## src/rtl/mem_bus_if.sv

```systemverilog
// Data-memory bus interface: turns single-cycle mem_ctrl requests into strobe/ready bus
// transactions with wait states, a timeout, and a misalignment error path.
module mem_bus_if #(
    parameter int TIMEOUT  = 255,
    parameter int TO_WIDTH = 8
) (
    input  logic        clk,
    input  logic        rst_,
    input  logic        mem_op_as_,
    input  logic        rw,
    input  logic [29:0] addr_to_mem,
    input  logic [31:0] wr_data,
    input  logic        miss_align,
    input  logic        flush,
    output logic [31:0] mem_data,
    output logic        busy,
    output logic        bus_err,
    output logic        bus_as_,
    output logic        bus_rw,
    output logic [29:0] bus_addr,
    output logic [31:0] bus_wr_data,
    input  logic [31:0] bus_rd_data,
    input  logic        bus_rdy_
);

    localparam logic READ = 1'b1;

    localparam logic [1:0] IDLE   = 2'd0;
    localparam logic [1:0] ACCESS = 2'd1;
    localparam logic [1:0] DONE   = 2'd2;

    logic [1:0]          state;
    logic [TO_WIDTH-1:0] to_cnt;
    logic                req;
    logic                start;
    logic                timed_out;

    assign req       = ~mem_op_as_ & ~flush;
    assign start     = (state == IDLE) && req && !miss_align;
    assign timed_out = (to_cnt == TO_WIDTH'(TIMEOUT));

    // Gated by rst_ so a request presented while reset is held never stalls the pipeline.
    assign busy = rst_ && (start || (state == ACCESS));

    always_ff @(posedge clk or negedge rst_) begin
        if (!rst_) begin
            state       <= IDLE;
            to_cnt      <= '0;
            mem_data    <= '0;
            bus_err     <= 1'b0;
            bus_as_     <= 1'b1;
            bus_rw      <= READ;
            bus_addr    <= '0;
            bus_wr_data <= '0;
        end else begin
            bus_err <= 1'b0;
            case (state)
                IDLE: begin
                    if (start) begin
                        bus_addr    <= addr_to_mem;
                        bus_rw      <= rw;
                        bus_wr_data <= wr_data;
                        bus_as_     <= 1'b0;
                        to_cnt      <= '0;
                        state       <= ACCESS;
                    end else if (req && miss_align) begin
                        bus_err <= 1'b1;
                        state   <= DONE;
                    end
                end
                // Ready takes priority over a timeout landing in the same cycle.
                ACCESS: begin
                    if (!bus_rdy_) begin
                        if (bus_rw == READ) begin
                            mem_data <= bus_rd_data;
                        end
                        bus_as_ <= 1'b1;
                        state   <= DONE;
                    end else if (timed_out) begin
                        bus_as_  <= 1'b1;
                        mem_data <= '0;
                        bus_err  <= 1'b1;
                        state    <= DONE;
                    end else begin
                        to_cnt <= to_cnt + {{(TO_WIDTH-1){1'b0}}, 1'b1};
                    end
                end
                DONE: begin
                    state <= IDLE;
                end
                default: begin
                    state <= IDLE;
                end
            endcase
        end
    end

endmodule
```

## config.mk

```make
export PLATFORM = sky130hd
export DESIGN_NAME = mem_bus_if
export DESIGN_NICKNAME = d
export VERILOG_FILES = /design/src/rtl/mem_bus_if.sv
export SDC_FILE = /design/constraint.sdc
export NUM_CORES = 1
export LEC_CHECK = 0
export CORE_UTILIZATION = 41
export DETAILED_ROUTE_END_ITERATION = 12
export HOLD_SLACK_MARGIN = 0.06
export PLACE_DENSITY_LB_ADDON = 0.1
export SLEW_MARGIN = 20
export SYNTH_ARGS = -nofsm -noshare
export SYNTH_HDL_FRONTEND = slang
export SYNTH_SLANG_ARGS = --single-unit
```

## constraint.sdc

```tcl
create_clock -name clk -period 1.75 [get_ports clk]
set_clock_uncertainty 0.05 [all_clocks]
set_input_delay 0.175 -clock clk [delete_from_list [all_inputs] [get_ports clk]]
set_output_delay 0.175 -clock clk [all_outputs]
set_load 0.05 [all_outputs]
```

# Yosys cells after proc, flatten, opt, wreduce, memory -nomap -nowiden

Index checks and enable logic that the tools add are counted.

Bits in registers: 107
Word-level logic and storage cells: 55
Input port bits: 101
Memory bits (read-only): 0
Memories: 0
Output and inout port bits: 98
Bits in latches: 0
Memory bits (writable): 0

Add/sub/neg operators: 1
Shifts and indexed selects: 0
Bitwise gates (word level): 3
Divide/modulo/power cells: 0
Muxes and demuxes: 21
Magnitude comparators: 0
Equality and inequality tests: 8
Reductions and logical operators: 14
$mul: 0

Operators by type and width:

| kind                  | count |
|---|---|
| $mux W32              | 3 |
| $mux W8               | 3 |
| $pmux W8 S2           | 1 |
| $add A8 B1 Y8 const B | 1 |
| $eq A8 B8 Y1 const B  | 1 |
| $mux W2               | 4 |
| $mux W1               | 7 |
| $ne A2 B2 Y1 const B  | 3 |
| $reduce_and A3 Y1     | 2 |
| $logic_and A1 B1 Y1   | 4 |
| $pmux W1 S2           | 2 |
| $pmux W2 S2           | 1 |
| $reduce_and A2 Y1     | 2 |
| $reduce_and A4 Y1     | 1 |
| $reduce_bool A2 Y1    | 2 |
| $ne A3 B2 Y1 const B  | 1 |
| $ne A3 B3 Y1 const B  | 1 |
| $eq A2 B1 Y1 const B  | 1 |
| $logic_not A2 Y1      | 1 |
| $ne A2 B1 Y1 const B  | 1 |
| $not A1 Y1            | 2 |
| $and A1 B1 Y1         | 1 |
| $logic_not A1 Y1      | 1 |
| $logic_or A1 B1 Y1    | 1 |

# Logic depth before layout (Yosys ltp)

Word-level depth: 6
Depth in mapped cells: 6
Mapped depth without buffers: 5

# Worst setup path after synthesis

OpenSTA, ideal clock, no wires.

Path kind: register -> output
From: register state[1]
To: output port busy
Arrival time: 1.898 ns
Stages on the path, launching flop included: 6
Required time: 1.525 ns
Path buffers: 2
Slack: -0.373 ns
Path through: dfrtp_1 nor4_2 nand2b_1 clkbuf_1 buf_2 a21boi_1

Word-level cells in the longest chain between the ends: 5
Elaborated cells between the ends (all ways): 6
Those cells by class: 1 x eq/ne; 5 x reduce/logical

RTL lines:

| item                             | line | text |
|---|---|---|
| from (decl)                      | 32   | `logic [1:0] state;` |
| from (signal assigned)           | 47   | `state <= IDLE;` |
| from (signal assigned)           | 65   | `state <= ACCESS;` |
| from (signal assigned)           | 68   | `state <= DONE;` |
| $logic_not A2 Y1                 | 39   | `assign start = (state == IDLE) && req && !miss_align;` |
| $logic_and A1 B1 Y1 (2 in a row) | 39   |  |
| $logic_or A1 B1 Y1 *             | 43   | `assign busy = rst_ && (start \|\| (state == ACCESS));` |
| $logic_and A1 B1 Y1 *            | 43   |  |
| to (decl)                        | 16   | `output logic busy,` |

Mark *: on every way between the ends. The rest lies on a longest branch, timed or not.

# Worst setup path after layout

From: register state[0]
To: output port busy

The elaborated chain is that of the path after synthesis.

==> results.sh <==
export IMPL_syn_instance_count=403
export IMPL_grt_use_met1=0.257
export IMPL_cts_root_buf="clkbuf_8"
export IMPL_wl_per_cell_um=14.7
export IMPL_dp_final_hpwl_um=7670
export IMPL_initial_core_util=0.422
export IMPL_r2r_slack_ps=60
export IMPL_yosysUniqueCellTypes=33
export IMPL_die_area_um2=10500
export IMPL_grt_use_total=0.208
export IMPL_die_x_um=102
export IMPL_synth_edf_count=0
export IMPL_drc_errors=0
export IMPL_cp_endpoint="busy"
export IMPL_antenna_left=0
export IMPL_grt_antenna_before_repair=0
export IMPL_vias=3598
export IMPL_hold_path_class="in2reg"
export IMPL_vias_per_cell=4.80
export IMPL_worstPathArrival_ps=1520
export IMPL_busiest_layer="met2"
export IMPL_dp_slack_ps=-64.0
export IMPL_synth_most_common_cell="nand2_1"
export IMPL_grt_max_degree=108
export IMPL_slew_headroom=0.615
export IMPL_grt_pass1_wl_um=16800
export IMPL_yosysSeqAreaShare=0.650
export IMPL_clockBufferDepth=2
export IMPL_rr_worst_depth=5
export IMPL_setup_tns_ps=0
export IMPL_initialDrtViolationCount=103
export IMPL_syn_area_um2=4120
export IMPL_cts_tree="done"
export IMPL_power_density_nw_per_um2=1540
export IMPL_synthArstFlopShare=1.00
export IMPL_post_route_min_period_ps=1750
export IMPL_nNetsFinal=713
export IMPL_ir_worst_vdd_mv=0.849
export IMPL_fill_cells=845
export IMPL_startpoint_type="register"
export IMPL_period_share=0.997
export IMPL_chipHeight_um=102
export IMPL_synth_seq_cells=107
export IMPL_clk_latency_ps=350
export IMPL_hold_start="rw"
export IMPL_insertedDiodeCount=0
export IMPL_place_area_um2=6280
export IMPL_required_ps=1520
export IMPL_clkSinkCount=107
export IMPL_ios=199
export IMPL_utilization=0.668
export IMPL_cp_max_fo=2
export IMPL_clk_pin_slew_ps=90
export IMPL_synth_fp_nets=505
export IMPL_dr_pass1_iters=4
export IMPL_routed_wl_um=11000
export IMPL_status="finished clean"
export IMPL_port_buffers=198
export IMPL_synthTopCellsByCount="nand2_1 (197), dfrtp_1 (105), a22o_1 (32)"
export IMPL_stdcell_area_um2=6530
export IMPL_area_delta_synth_final_pct=58.4
export IMPL_r2r_start="to_cnt[1]"
export IMPL_drive_gt1_frac=0.141
export IMPL_row_count=36
export IMPL_core_area_um2=9770
export IMPL_timing_rr_end="to_cnt[5]"
export IMPL_worst_setup_path_type="reg2out"
export IMPL_max_freq_ghz=0.573
export IMPL_worstSetupEndpointType="output port"
export IMPL_gp_congestion=0.837
export IMPL_drv_slew=0
export IMPL_power_leakage_nw=3.45
export IMPL_yosysWarningCount=0
export IMPL_tightest_slew_ps=577
export IMPL_netlist_area_leader_share=0.637
export IMPL_met2_usage=0.332
export IMPL_synth_avg_cell_area_um2=10.2
export IMPL_setup_viol_count_final=0
export IMPL_grt_pass1_vias=3392
export IMPL_drv_cap=0
export IMPL_grt_overflow=0
export IMPL_synth_largest_area_cell="dfrtp_1"
export IMPL_htreeDepth=3
export IMPL_use_met3=0.0739
export IMPL_rsz0062_at_grt="true"
export IMPL_hold_violations=0
export IMPL_ys_flop_type="dfrtp_1"
export IMPL_synthTopCellsByArea="dfrtp_1 (64%), nand2_1 (18%), a22o_1 (6.8%)"
export IMPL_crit_start="state[0]"
export IMPL_cts_buffers=9
export IMPL_timing_final_ws_setup_ps=4.63
==> flip-flops by register name, indices dropped and copies added (netlist names) <==
signal / flops
bus_err: 1
bus_rw: 1
mem_data: 32
bus_wr_data: 32
bus_as_: 1
bus_addr: 30
state: 2
to_cnt: 8
==> worst min-delay path by stage <==
stage             endpoint  slack (ps)  depth (start not counted)
2_1_floorplan  bus_addr[0]        -170                          0
3_3_place_gp     to_cnt[3]         270                          2
3_5_place_dp     to_cnt[1]         270                          2
4_1_cts             bus_rw         240                          3
5_1_grt             bus_rw         260                          3
6_report            bus_rw         260                          3
==> layout make-up <==
class | count | area [um2] | share of cell area
Tap cell | 133 | 166 | 0.0255
Clock inverter | 5 | 75.1 | 0.0115
Sequential cell | 107 | 2680 | 0.411
Inverter | 2 | 7.51 | 0.00115
Timing Repair Buffer | 220 | 2070 | 0.317
Clock buffer | 11 | 151 | 0.0232
Multi-Input combinational cell | 271 | 1380 | 0.211
==> kinds of logic after synthesis <==
logic type | Yosys count | share of synthesized area
buffers and inverters | 25 | 0.0310
and+or+nand+nor | 221 | 0.219
DFF | 107 | 0.650
AOI/OAI and AO/OA | 48 | 0.0950
adders and majority gates | 1 | 0.00303
muxes | 1 | 0.00243
==> report_power, final <==
part	internal, mW	leakage [nW]	total, mW	switching, mW
Combinational	1.43	1.97	4.77	3.34
Sequential	3.21	1.36	3.62	0.407
Clock	0.878	0.119	1.68	0.805
==> per-stage QoR <==
step | cells | total power, mW | hold slack (ps)
2_1_floorplan | 403 | 6.83 | -171
3_3_place_gp | 727 | 8.71 | 265
3_5_place_dp | 727 | 8.77 | 267
4_1_cts | 747 | 10.2 | 242
5_1_grt | 749 | 10.6 | 258
6_report | 749 | 10.1 | 263
==> worst max-delay path: stages, from the launching register on <==
cell and delay, ps:
dfrtp_1 420, nor4_4 300, nand2b_4 100, a21boi_4 200, buf_12 160
==> routing by layer <==
metal,vias to the layer above,wire length (um),share of wire
met3,16,1130,0.10
met5,-,0,0
li1,1729,-,-
met2,151,5170,0.47
met4,0,192,0.017
met1,1702,4500,0.41
==> cells in the final DEF (no fill, tap or decap), types with 3 or more instances in the layout <==
master	synthesis	routed
a22o_1	32	32
buf_12	0	6
buf_4	6	50
clkbuf_8	0	11
clkdlybuf4s50_1	0	99
clkinv_2	0	3
dfrtp_1	105	105
dlygate4sd2_1	0	60
dlymetal6s2s_1	0	4
nand2_1	197	196
nand3_1	9	9
o31ai_1	3	3
==> timing repair <==
action	CTS	global route
setup endpoints to repair	61	42
gates resized for setup	63	8
buffers inserted	3	2
hold buffers	1	0
hold endpoints to repair	105	0
pin swaps	2	3
(Power assumes the default switching activity.)
